`config.mk`:
```
export PLATFORM = sky130hd
export DESIGN_NAME = smart_lights_zone_ctrl
export DESIGN_NICKNAME = d
export VERILOG_FILES = /design/src/rtl/smart_lights_pkg.sv /design/src/rtl/pir_debounce.sv /design/src/rtl/smart_lights_zone_ctrl.sv
export SDC_FILE = /design/constraint.sdc
export NUM_CORES = 1
export LEC_CHECK = 0
export CAP_MARGIN = 25
export CORE_MARGIN = 2
export CORE_UTILIZATION = 40
export CTS_CLUSTER_SIZE = 12
export DETAILED_ROUTE_END_ITERATION = 16
export HOLD_SLACK_MARGIN = 0.12
export SYNTH_ARGS = -nofsm -noshare
export SYNTH_HDL_FRONTEND = slang
export SYNTH_SLANG_ARGS = --single-unit
```
`constraint.sdc`:
```
create_clock -name clk -period 5.6 [get_ports clk]
set_input_delay 0.56 -clock clk [delete_from_list [all_inputs] [get_ports clk]]
set_output_delay 0.56 -clock clk [all_outputs]
set_load 0.05 [all_outputs]
```
`src/rtl/smart_lights_pkg.sv`:
```
`default_nettype none
// ============================================================================
// Module      : smart_lights_pkg
// Description : Shared definitions for the smart-lights zone controller:
//               zone state encoding, counter width helpers and the hold-time
//               derivation.
// Revision    : 1.0 - initial release
// ============================================================================
package smart_lights_pkg;

  typedef enum logic [1:0] {
    ZS_IDLE = 2'b00,
    ZS_WAIT = 2'b01,
    ZS_LIT  = 2'b10,
    ZS_HOLD = 2'b11
  } zone_state_t;

  // $clog2 clamped to at least 1 bit so degenerate sizes still give a
  // legal vector.
  function automatic int unsigned clog2_min1(input int unsigned v);
    return (v <= 1) ? 1 : $clog2(v);
  endfunction

  // Bits needed to hold any value in 0..max_val.
  function automatic int unsigned cnt_width(input int unsigned max_val);
    return clog2_min1(max_val + 1);
  endfunction

  // Off-delay expressed in timebase ticks.
  function automatic int unsigned hold_ticks(input int unsigned sec,
                                             input int unsigned tick_hz);
    return sec * tick_hz;
  endfunction

endpackage
`default_nettype wire

```
`src/rtl/pir_debounce.sv`:
```
`default_nettype none
// ============================================================================
// Module      : pir_debounce
// Description : Two-flop synchroniser and tick-based debouncer for one
//               active-low PIR channel. The debounced level only changes
//               after the synchronised input has disagreed with it for
//               DEBOUNCE_TICKS consecutive ticks.
// Revision    : 1.0 - initial release
// Ports       :
//   clk       in  1  system clock
//   reset_n   in  1  asynchronous active-low reset
//   i_tick    in  1  one-cycle timebase strobe
//   i_pir_n   in  1  raw PIR input, active-low, asynchronous
//   o_motion  out 1  debounced motion, active-high
// ============================================================================
module pir_debounce
  import smart_lights_pkg::*;
#(
  parameter int unsigned DEBOUNCE_TICKS = 20
) (
  input  logic clk,
  input  logic reset_n,
  input  logic i_tick,
  input  logic i_pir_n,
  output logic o_motion
);

  localparam int unsigned c_CNT_W = cnt_width(DEBOUNCE_TICKS);

  logic               r_sync1;
  logic               r_sync2;
  logic               r_motion;
  logic [c_CNT_W-1:0] r_cnt;
  logic               w_raw;

  assign w_raw    = ~r_sync2;
  assign o_motion = r_motion;

  // Synchroniser resets to the idle (high) level so releasing reset does
  // not look like a PIR edge.
  always_ff @(posedge clk or negedge reset_n) begin
    if (!reset_n) begin
      r_sync1  <= 1'b1;
      r_sync2  <= 1'b1;
      r_motion <= 1'b0;
      r_cnt    <= '0;
    end else begin
      r_sync1 <= i_pir_n;
      r_sync2 <= r_sync1;
      if (w_raw == r_motion) begin
        r_cnt <= '0;
      end else if (i_tick) begin
        // The tick that would bring the count to DEBOUNCE_TICKS flips the
        // state instead of storing that value.
        if (r_cnt == c_CNT_W'(DEBOUNCE_TICKS - 1)) begin
          r_motion <= w_raw;
          r_cnt    <= '0;
        end else begin
          r_cnt <= r_cnt + 1'b1;
        end
      end
    end
  end

endmodule
`default_nettype wire

```
`src/rtl/smart_lights_zone_ctrl.sv`:
```
`default_nettype none
// ============================================================================
// Module      : smart_lights_zone_ctrl
// Description : Multi-zone lighting controller. Debounces N PIR inputs, runs
//               a per-zone occupancy FSM with a retriggerable hold timer and
//               a round-robin arbiter that keeps at most MAX_ON zones lit.
// Revision    : 1.0 - initial release
// Ports       :
//   clk          in  1                  system clock
//   reset_n      in  1                  asynchronous active-low reset
//   i_pir_n      in  N_ZONES            raw PIR inputs, active-low
//   i_enable     in  1                  global lights enable
//   o_led_out    out N_ZONES            zone LEDs, active-high
//   o_waiting    out N_ZONES            zone has motion but no budget slot
//   o_lit_count  out clog2(N_ZONES+1)   number of zones currently lit
// ============================================================================
module smart_lights_zone_ctrl
  import smart_lights_pkg::*;
#(
  parameter int unsigned CLK_FREQ_HZ    = 50_000_000,
  parameter int unsigned TICK_HZ        = 1000,
  parameter int unsigned N_ZONES        = 4,
  parameter int unsigned MAX_ON         = 2,
  parameter int unsigned HOLD_TIME_SEC  = 5,
  parameter int unsigned DEBOUNCE_TICKS = 20
) (
  input  logic                         clk,
  input  logic                         reset_n,
  input  logic [N_ZONES-1:0]           i_pir_n,
  input  logic                         i_enable,
  output logic [N_ZONES-1:0]           o_led_out,
  output logic [N_ZONES-1:0]           o_waiting,
  output logic [$clog2(N_ZONES+1)-1:0] o_lit_count
);

  localparam int unsigned c_DIV        = CLK_FREQ_HZ / TICK_HZ;
  localparam int unsigned c_PRE_W      = clog2_min1(c_DIV);
  localparam int unsigned c_HOLD_TICKS = hold_ticks(HOLD_TIME_SEC, TICK_HZ);
  localparam int unsigned c_HOLD_W     = cnt_width(c_HOLD_TICKS);
  localparam int unsigned c_PTR_W      = clog2_min1(N_ZONES);
  localparam int unsigned c_LIT_W      = $clog2(N_ZONES + 1);

  logic [c_PRE_W-1:0] r_presc;
  logic               w_tick;

  logic [N_ZONES-1:0] w_motion;
  logic [N_ZONES-1:0] w_lit;
  logic [N_ZONES-1:0] w_elig;
  logic [N_ZONES-1:0] w_grant;
  logic [c_PTR_W-1:0] r_rr_ptr;
  logic [c_PTR_W-1:0] w_rr_next;
  logic [c_LIT_W-1:0] w_lit_now;

  // --------------------------------------------------------------------------
  // Timebase: one-cycle tick when the prescaler wraps.
  // --------------------------------------------------------------------------
  assign w_tick = (r_presc == c_PRE_W'(c_DIV - 1));

  always_ff @(posedge clk or negedge reset_n) begin
    if (!reset_n) begin
      r_presc <= '0;
    end else if (w_tick) begin
      r_presc <= '0;
    end else begin
      r_presc <= r_presc + 1'b1;
    end
  end

  // --------------------------------------------------------------------------
  // Budget arbiter. Only the current-state lit count is used, so a slot
  // freed this cycle is granted on the following one. A WAIT zone that is
  // about to drop back to IDLE is not eligible, so no grant is wasted.
  // --------------------------------------------------------------------------
  always_comb begin : p_arb
    int                 v_sum;
    logic [c_PTR_W-1:0] v_idx;
    logic               v_found;
    v_sum     = 0;
    v_idx     = '0;
    v_found   = 1'b0;
    w_grant   = '0;
    w_rr_next = r_rr_ptr;
    w_lit_now = '0;
    for (int i = 0; i < int'(N_ZONES); i++) begin
      w_lit_now = w_lit_now + c_LIT_W'(w_lit[i]);
    end
    if (w_lit_now < c_LIT_W'(MAX_ON)) begin
      for (int k = 0; k < int'(N_ZONES); k++) begin
        v_sum = int'(r_rr_ptr) + k;
        if (v_sum >= int'(N_ZONES)) begin
          v_sum = v_sum - int'(N_ZONES);
        end
        v_idx = c_PTR_W'(v_sum);
        if (!v_found && w_elig[v_idx]) begin
          v_found        = 1'b1;
          w_grant[v_idx] = 1'b1;
          w_rr_next      = (v_sum == int'(N_ZONES) - 1) ? '0 : c_PTR_W'(v_sum + 1);
        end
      end
    end
  end

  always_ff @(posedge clk or negedge reset_n) begin
    if (!reset_n) begin
      r_rr_ptr <= '0;
    end else begin
      r_rr_ptr <= w_rr_next;
    end
  end

  // --------------------------------------------------------------------------
  // Per-zone debounce and occupancy FSM.
  // --------------------------------------------------------------------------
  for (genvar i = 0; i < int'(N_ZONES); i++) begin : g_zone
    zone_state_t         r_state;
    zone_state_t         w_state_nxt;
    logic [c_HOLD_W-1:0] r_hold;
    logic [c_HOLD_W-1:0] w_hold_nxt;

    pir_debounce #(
      .DEBOUNCE_TICKS (DEBOUNCE_TICKS)
    ) u_deb (
      .clk      (clk),
      .reset_n  (reset_n),
      .i_tick   (w_tick),
      .i_pir_n  (i_pir_n[i]),
      .o_motion (w_motion[i])
    );

    always_comb begin
      w_state_nxt = r_state;
      w_hold_nxt  = r_hold;
      if (!i_enable) begin
        w_state_nxt = ZS_IDLE;
      end else begin
        case (r_state)
          ZS_IDLE: begin
            if (w_motion[i]) w_state_nxt = ZS_WAIT;
          end
          ZS_WAIT: begin
            if (!w_motion[i])    w_state_nxt = ZS_IDLE;
            else if (w_grant[i]) w_state_nxt = ZS_LIT;
          end
          ZS_LIT: begin
            if (!w_motion[i]) begin
              w_state_nxt = ZS_HOLD;
              w_hold_nxt  = c_HOLD_W'(c_HOLD_TICKS);
            end
          end
          ZS_HOLD: begin
            // Retrigger keeps the budget slot; expiry happens on the tick
            // that sees the counter at 1.
            if (w_motion[i]) begin
              w_state_nxt = ZS_LIT;
            end else if (w_tick) begin
              if (r_hold == c_HOLD_W'(1)) w_state_nxt = ZS_IDLE;
              w_hold_nxt = r_hold - 1'b1;
            end
          end
          default: w_state_nxt = ZS_IDLE;
        endcase
      end
    end

    always_ff @(posedge clk or negedge reset_n) begin
      if (!reset_n) begin
        r_state <= ZS_IDLE;
        r_hold  <= '0;
      end else begin
        r_state <= w_state_nxt;
        r_hold  <= w_hold_nxt;
      end
    end

    assign w_lit[i]     = (r_state == ZS_LIT) || (r_state == ZS_HOLD);
    assign w_elig[i]    = (r_state == ZS_WAIT) && w_motion[i] && i_enable;
    assign o_led_out[i] = w_lit[i];
    assign o_waiting[i] = (r_state == ZS_WAIT);
  end

  assign o_lit_count = w_lit_now;

endmodule
`default_nettype wire

```
==> flow_summary_export.csv, run 1 <==
group,metric,value,unit
logic_synthesis,ys_warn_count,0,
route,routed_wl,12080,um
final_layout,antenna_cells,0,
power_and_ir_drop,leakage,3.067,nW
critical_path,crit_type,"reg -> out",
route,avgRoutedWirePerCell,14.41,um
critical_path,path_max_fanout,9,
power_and_ir_drop,vdd_ir_drop_max,0.1648,mV
logic_synthesis,async_flop_share,100.0,%
sta,clock_skew,0.008904,ns
placed_design,dp_hpwl,8404,um
logic_synthesis,synth_xor_area_share,8.019,%
sta,clock.fmax,0.2988,GHz
logic_synthesis,synth_compound_area_share,11.54,%
route,via_per_inst,5.402,
route,routed-via-count,4527,
global_routing,antenna_found_initial,0,
route,drc,0,
global_routing,grt_overflow,0,
global_routing,grt_usage,15.81,%
clocking,cts_made_buffers,9,
logic_synthesis,synth_area,6007,um2
critical_path,crit_slowest_cell,"clkdlybuf4s50_1",
sta,maxSlewViolCount,0,
logic_synthesis,synth_edf_count,0,
route,drt_iter0_drc,232,
clocking,root_buffer,"clkbuf_16",
logic_synthesis,netlist_instances,642,
global_routing,grt_max_degree,72,
critical_path,cp.required,5.04,ns
clocking,postCtsSetupBuffers,0,
clocking,post_cts_resized,0,
clocking,holdBufCountCts,0,
floorplanning,core-area,14590,um2
run,cap_viol_max_count,0,
global_routing,grt_pass1_wl,21300,um
critical_path,rrSetupSlack,2.61,ns
sta,totalNegativeSetupSlack,0,ns
critical_path,path_cells,"fa_1, ha_1, inv_1, ha_1, clkdlybuf4s50_1",
logic_synthesis,synthFlopType,"dfrtp_1",
sta,period_needed,3.347,ns
sta,tightest_slew,0.9450,ns
final_layout,layout.nets,680,
final_layout,fill_cells,1325,
route,ant_nets,0,
run_status,status,"finished, final reports clean",
sta,finalCritPeriodShare,59.77,%
logic_synthesis,synthAdderAreaFrac,5.124,%
final_layout,final_cell_mix,"102 x dfrtp_1, 71 x nor2_1, 66 x nand2_1",
final_layout,seqCellArea,2763,um2
floorplanning,rows,44,
logic_synthesis,synthSimpleGateAreaFrac,24.66,%
clocking,clock_path_buffers,2,
logic_synthesis,synth_top_family_by_area,"simple AND/OR/NAND/NOR gates",
critical_path,worst_setup_path_start_kind,"flop",
sta,timing.final.hold_violations,0,
critical_path,cp_slowest_stage_delay,0.82,ns
logic_synthesis,syn-num-nets,673,
clocking,cts.reportedPaths.clkPinSlew,0.08,ns
route,drt-pass1-iter-count,4,
final_layout,synthToLayoutAreaGrowth,11.19,%
power_and_ir_drop,finalPower,1.520,mW
placed_design,portBuffers,17,
floorplanning,die_x,126.5,um
final_layout,final_common_cell,"dfrtp_1",
logic_synthesis,ys_seq_area_share,45.99,%
logic_synthesis,post_synth_num_cell_types,59,
critical_path,r2r_cells,7,
global_routing,grt_pass1_vias,4544,
critical_path,cp-end-kind,"output pin",
sta,fin_ws,2.253,ns
floorplanning,die_h,126.5,um
placed_design,finalWeightedCongestion,0.8653,
min_path,worstHoldPathCells,0,
clocking,clock_sinks,110,
critical_path,crit_path_frequent_cell,"ha_1",
floorplanning,start_util,41.17,%
floorplanning,dieArea,16010,um2
sta,relSlewSlack,36.17,%
clocking,cts_tree,"yes",
logic_synthesis,synth-seq-cells,110,
sta,hold-worst-slack,0.3583,ns
floorplanning,io_pins,18,
final_layout,drive_gt1_share,7.187,%
sta,grt_setup_unrepaired,"no",
sta,finalSetupViolations,0,
logic_synthesis,synth_mux_area_share,1.812,%
clocking,h-tree-depth,3,
logic_synthesis,avgSynthCellArea,9.357,um2
critical_path,worstPathArrival,2.79,ns
min_path,hp-class,"reg -> reg",
final_layout,multi_input_area,3079,um2
clocking,clk_latency,0.35,ns
power_and_ir_drop,p_per_area,227.6,nW/um2
placed_design,place_ws,2.204,ns
[worst max-delay path, delay by kind of cell, from the launching register on]
kind | cells | cell delay, ns
flip-flops | 1 | 0.52
buffers and inverters | 2 | 0.88
adder cells (fa/ha/maj) | 3 | 1.04
[synthesized netlist by cell type (2+ instances only)]
cell | count | area, um2
o22ai_1 | 6 | 37.54
ha_1 | 23 | 287.8
a21o_1 | 3 | 22.52
nand3_1 | 26 | 130.1
mux4_2 | 2 | 45.04
and2_1 | 2 | 12.51
dfstp_2 | 8 | 210.2
a22oi_1 | 5 | 37.54
o2bb2ai_1 | 2 | 17.52
nor2_1 | 71 | 266.5
and4b_1 | 4 | 40.04
o21ai_0 | 39 | 195.2
mux2i_1 | 3 | 30.03
xnor2_1 | 29 | 254.0
and3_1 | 10 | 62.56
xor2_1 | 26 | 227.7
nor3_1 | 24 | 120.1
nor2b_1 | 12 | 75.07
a31oi_1 | 2 | 12.51
or3_1 | 11 | 68.82
nand2b_1 | 7 | 43.79
a22o_1 | 6 | 52.55
o31ai_1 | 3 | 22.52
nand2_1 | 66 | 247.7
nand4_1 | 10 | 62.56
mux2_2 | 3 | 33.78
nand4b_1 | 6 | 52.55
clkbuf_1 | 24 | 90.09
or2_2 | 3 | 18.77
dfrtp_1 | 102 | 2552
a21boi_0 | 2 | 15.01
a21oi_1 | 30 | 150.1
nor3b_1 | 4 | 30.03
inv_1 | 19 | 71.32
nand3b_1 | 2 | 15.01
buf_2 | 2 | 10.01
a21oi_2 | 2 | 17.52
nor4_1 | 14 | 87.58
o211a_1 | 2 | 20.02
and3b_1 | 2 | 17.52
a31o_2 | 3 | 26.28
or4_1 | 5 | 37.54
[worst paths after layout]
path | start | to
hold reg to reg | g_zone[1].u_deb.r_sync1$_DFF_PN1_ | g_zone[1].u_deb.r_sync2$_DFF_PN1_
max in group asynchronous | reset_n | g_zone[0].u_deb.r_sync2$_DFF_PN1_
setup / recovery | g_zone[0].r_state[1]$_DFFE_PN0P_ | o_lit_count[1]
min in group asynchronous | reset_n | g_zone[2].u_deb.r_cnt[0]$_DFFE_PN0P_
setup reg to reg | r_presc[13]$_DFF_PN0_ | g_zone[1].r_hold[7]$_DFFE_PN0P_
hold / removal | g_zone[1].u_deb.r_sync1$_DFF_PN1_ | g_zone[1].u_deb.r_sync2$_DFF_PN1_
[report_power, final]
| part | leakage, nW | internal [mW] | total (mW) | switching (mW) |
|---|---|---|---|---|
| Sequential | 1.45 | 0.805 | 0.812 | 0.00701 |
| Clock | 0.151 | 0.357 | 0.664 | 0.307 |
| Combinational | 1.47 | 0.0143 | 0.0438 | 0.0295 |
[cell type report]
type	instances	share of cell area (%)
multi-input combinational	487	46.10
clock inverter	6	1.180
clock buffer	10	3.428
sequential	110	41.36
inverter	19	1.068
timing repair buffer	22	3.410
tap	184	3.447
[routing by layer]
metal / track usage, % / vias to the layer above / part of all wire, %
li1: - / 2274 / -
met1: 21.30 / 2186 / 48
met2: 26.08 / 54 / 47
met3: 2.826 / 13 / 3.0
met4: 4.848 / 0 / 1.8
met5: 0 / - / 0
[cells by family after synthesis]
kind of cell	count (synthesis)
xor gates and xnor gates	55
DFF	110
muxes	8
buffers and inverters	45
adders and majority gates	24
AOI/OAI and AO/OA	113
and+or+nand+nor	287
[through the flow]
stage	util, %	cell area (um2)	cells
floorplan	-	6007	642
global placement	43.41	6334	820
detailed placement	43.41	6334	820
CTS	45.52	6641	836
global route	45.78	6679	838
finish	45.78	6679	838
[state kept, by name (all words and copies together), names as in the netlist]
signal                 cells
g_zone.r_hold             52
g_zone.r_state             8
g_zone.u_deb.o_motion      4
g_zone.u_deb.r_cnt        20
g_zone.u_deb.r_sync1       4
g_zone.u_deb.r_sync2       4
r_presc                   16
r_rr_ptr                   2
No activity file was read; power rests on OpenSTA's default activity.
==> run 2, diff against run 1 <==
==> constraint.sdc (replaced) <==
create_clock -name clk -period 3.1 [get_ports clk]
set_input_delay 0.31 -clock clk [delete_from_list [all_inputs] [get_ports clk]]
set_output_delay 0.31 -clock clk [all_outputs]
set_load 0.05 [all_outputs]
==> run 2 against run 1 <==
Against the previous run:
- count of clock-buffer cells in the layout is the same
- via count grew 4.0%
- final area grew 1.2%
- die area is the same
- register-to-register slack lost 2.3 ns
- total power grew 88%
- clock power grew 97%
- clock skew shrank 0.0028 ns
- sequential share of layout area shrank 0.51 points
- largest cell class unchanged
==> flow_summary_export.csv, run 2 (synthesized netlist as in run 1, its figures left out) <==
group,metric,value,unit
power_and_ir_drop,vdd_ir_drop_max,0.3239,mV
critical_path,worst_setup_path_start_kind,"flop",
min_path,worstHoldPathCells,1,
critical_path,cp.required,2.79,ns
sta,maxSlewViolCount,0,
critical_path,crit_path_frequent_cell,"ha_1",
final_layout,reg_top3,"g_zone.r_hold (52), g_zone.u_deb.r_cnt (20), r_presc (16)",
critical_path,path_buf_inv,1,
critical_path,cp-end-kind,"output pin",
global_routing,grt_max_degree,44,
critical_path,worstPathArrival,2.59,ns
final_layout,layout.nets,687,
final_layout,synthToLayoutAreaGrowth,12.56,%
placed_design,dp_hpwl,8906,um
critical_path,reg2reg_from,"r_presc[10]$_DFF_PN0_",
placed_design,finalWeightedCongestion,0.8786,
min_path,min_from,"i_pir_n[1]",
route,ant_nets,0,
critical_path,crit_slowest_cell,"clkdlybuf4s50_1",
min_path,hp-class,"in -> reg",
sta,relSlewSlack,34.94,%
route,drc,0,
clocking,h-tree-depth,3,
global_routing,antenna_found_initial,0,
clocking,postCtsSetupBuffers,0,
route,drt-pass1-iter-count,4,
sta,timing.final.hold_violations,0,
critical_path,path_max_fanout,9,
clocking,clk_latency,0.36,ns
power_and_ir_drop,leakage,3.127,nW
critical_path,crit_type,"reg -> out",
run_status,status,"finished, final reports clean",
floorplanning,die_h,126.5,um
sta,grt_setup_unrepaired,"no",
critical_path,rr_endpoint,"g_zone[1].r_hold[7]$_DFFE_PN0P_",
final_layout,utilization,46.35,%
clocking,cts.reportedPaths.clkPinSlew,0.07,ns
placed_design,portBuffers,17,
global_routing,grt_overflow,0,
final_layout,final_common_cell,"dfrtp_1",
sta,finalCritPeriodShare,93.47,%
final_layout,antenna_cells,0,
route,routed_wl,12690,um
sta,tightest_slew,0.9633,ns
sta,period_needed,2.898,ns
clocking,root_buffer,"clkbuf_16",
floorplanning,core-area,14590,um2
global_routing,grt_pass1_wl,22470,um
clocking,cts_tree,"yes",
critical_path,cp_slowest_stage_delay,0.80,ns
run,cap_viol_max_count,0,
sta,finalSetupViolations,0,
final_layout,largest-register,"g_zone.r_hold",
global_routing,grt_usage,17.08,%
route,avgRoutedWirePerCell,15.01,um
floorplanning,start_util,41.17,%
critical_path,r2r_cells,7,
clocking,clock_sinks,110,
floorplanning,die_x,126.5,um
global_routing,grt_pass1_vias,4866,
power_and_ir_drop,p_per_area,422.4,nW/um2
floorplanning,rows,44,
clocking,clock_path_buffers,2,
final_layout,largest_reg_flops,52,
sta,clock.fmax,0.3451,GHz
clocking,cts_made_buffers,9,
sta,totalNegativeSetupSlack,0,ns
floorplanning,io_pins,18,
sta,clock_skew,0.006152,ns
critical_path,rrSetupSlack,0.26,ns
critical_path,cpLargestDelayFamily,"adder cells",
critical_path,path_cells,"fa_1, ha_1, ha_1, clkdlybuf4s50_1",
min_path,hold_end,"g_zone[1].u_deb.r_sync1$_DFF_PN1_",
final_layout,fill_cells,1382,
route,drt_iter0_drc,444,
route,routed-via-count,4709,
route,via_per_inst,5.573,
final_layout,final_cell_mix,"102 x dfrtp_1, 71 x nor2_1, 66 x nand2_1",
floorplanning,dieArea,16010,um2
final_layout,drive_gt1_share,8.321,%
-- run 2: worst max path at each step --
stage | startpoint | endpoint | slack, ns | cells past startpoint
finish | g_zone[0].r_state[1]$_DFFE_PN0P_ | o_lit_count[2] | 0.20 | 4
global route | r_presc[10]$_DFF_PN0_ | g_zone[1].r_hold[12]$_DFFE_PN0P_ | 0.06 | 8
CTS | g_zone[0].r_state[1]$_DFFE_PN0P_ | o_lit_count[1] | 0.003 | 5
detailed placement | i_enable | r_rr_ptr[1]$_DFFE_PN0P_ | 0.12 | 8
global placement | i_enable | r_rr_ptr[1]$_DFFE_PN0P_ | 0.12 | 8
floorplan | g_zone[1].r_state[1]$_DFFE_PN0P_ | r_rr_ptr[0]$_DFFE_PN0P_ | 0.14 | 10
-- run 2: routing by layer --
| layer | wire length (um) | part of all wire, % | vias to the layer above | global-route usage, % |
|---|---|---|---|---|
| li1 | - | - | 2295 | - |
| met1 | 5797 | 46 | 2317 | 21.62 |
| met2 | 6210 | 49 | 75 | 28.41 |
| met3 | 431 | 3.4 | 22 | 4.513 |
| met4 | 246 | 1.9 | 0 | 5.882 |
| met5 | 0 | 0 | - | 0 |
-- run 2: report_power, final --
part	switching, mW	leakage, nW	internal [mW]
Sequential	0.0127	1.45	1.45
Combinational	0.0542	1.51	0.0255
Clock	0.564	0.164	0.746
-- run 2: area by class of cell --
cell class	instances	area (um2)	area share, %
Multi-Input combinational cell	487	3079	45.54
Clock inverter	6	103.9	1.536
Clock buffer	10	239.0	3.534
Sequential cell	110	2763	40.86
Timing Repair Buffer	29	275.3	4.071
Inverter	19	71.32	1.055
Tap cell	184	230.2	3.405
-- run 2: metrics by stage --
step	instance area [um2]	hold slack (ns)	power [mW]	worst slack (ns)	std cells
after global placement	6406	0.3429	1.572	0.1240	828
final	6761	0.3534	2.856	0.2023	845
after global routing	6761	0.3300	2.979	0.06446	845
after CTS	6759	0.3438	2.895	0.002583	845
after detailed placement	6406	0.3473	1.576	0.1165	828
after floorplan	6007	0.01441	1.523	0.1417	642
-- run 2: repair_timing --
action                                 in CTS  in global routing
resized for setup                           0                  1
hold buffers                                1                  0
setup endpoints to repair                   0                  1
endpoints found under the hold margin      36                  0
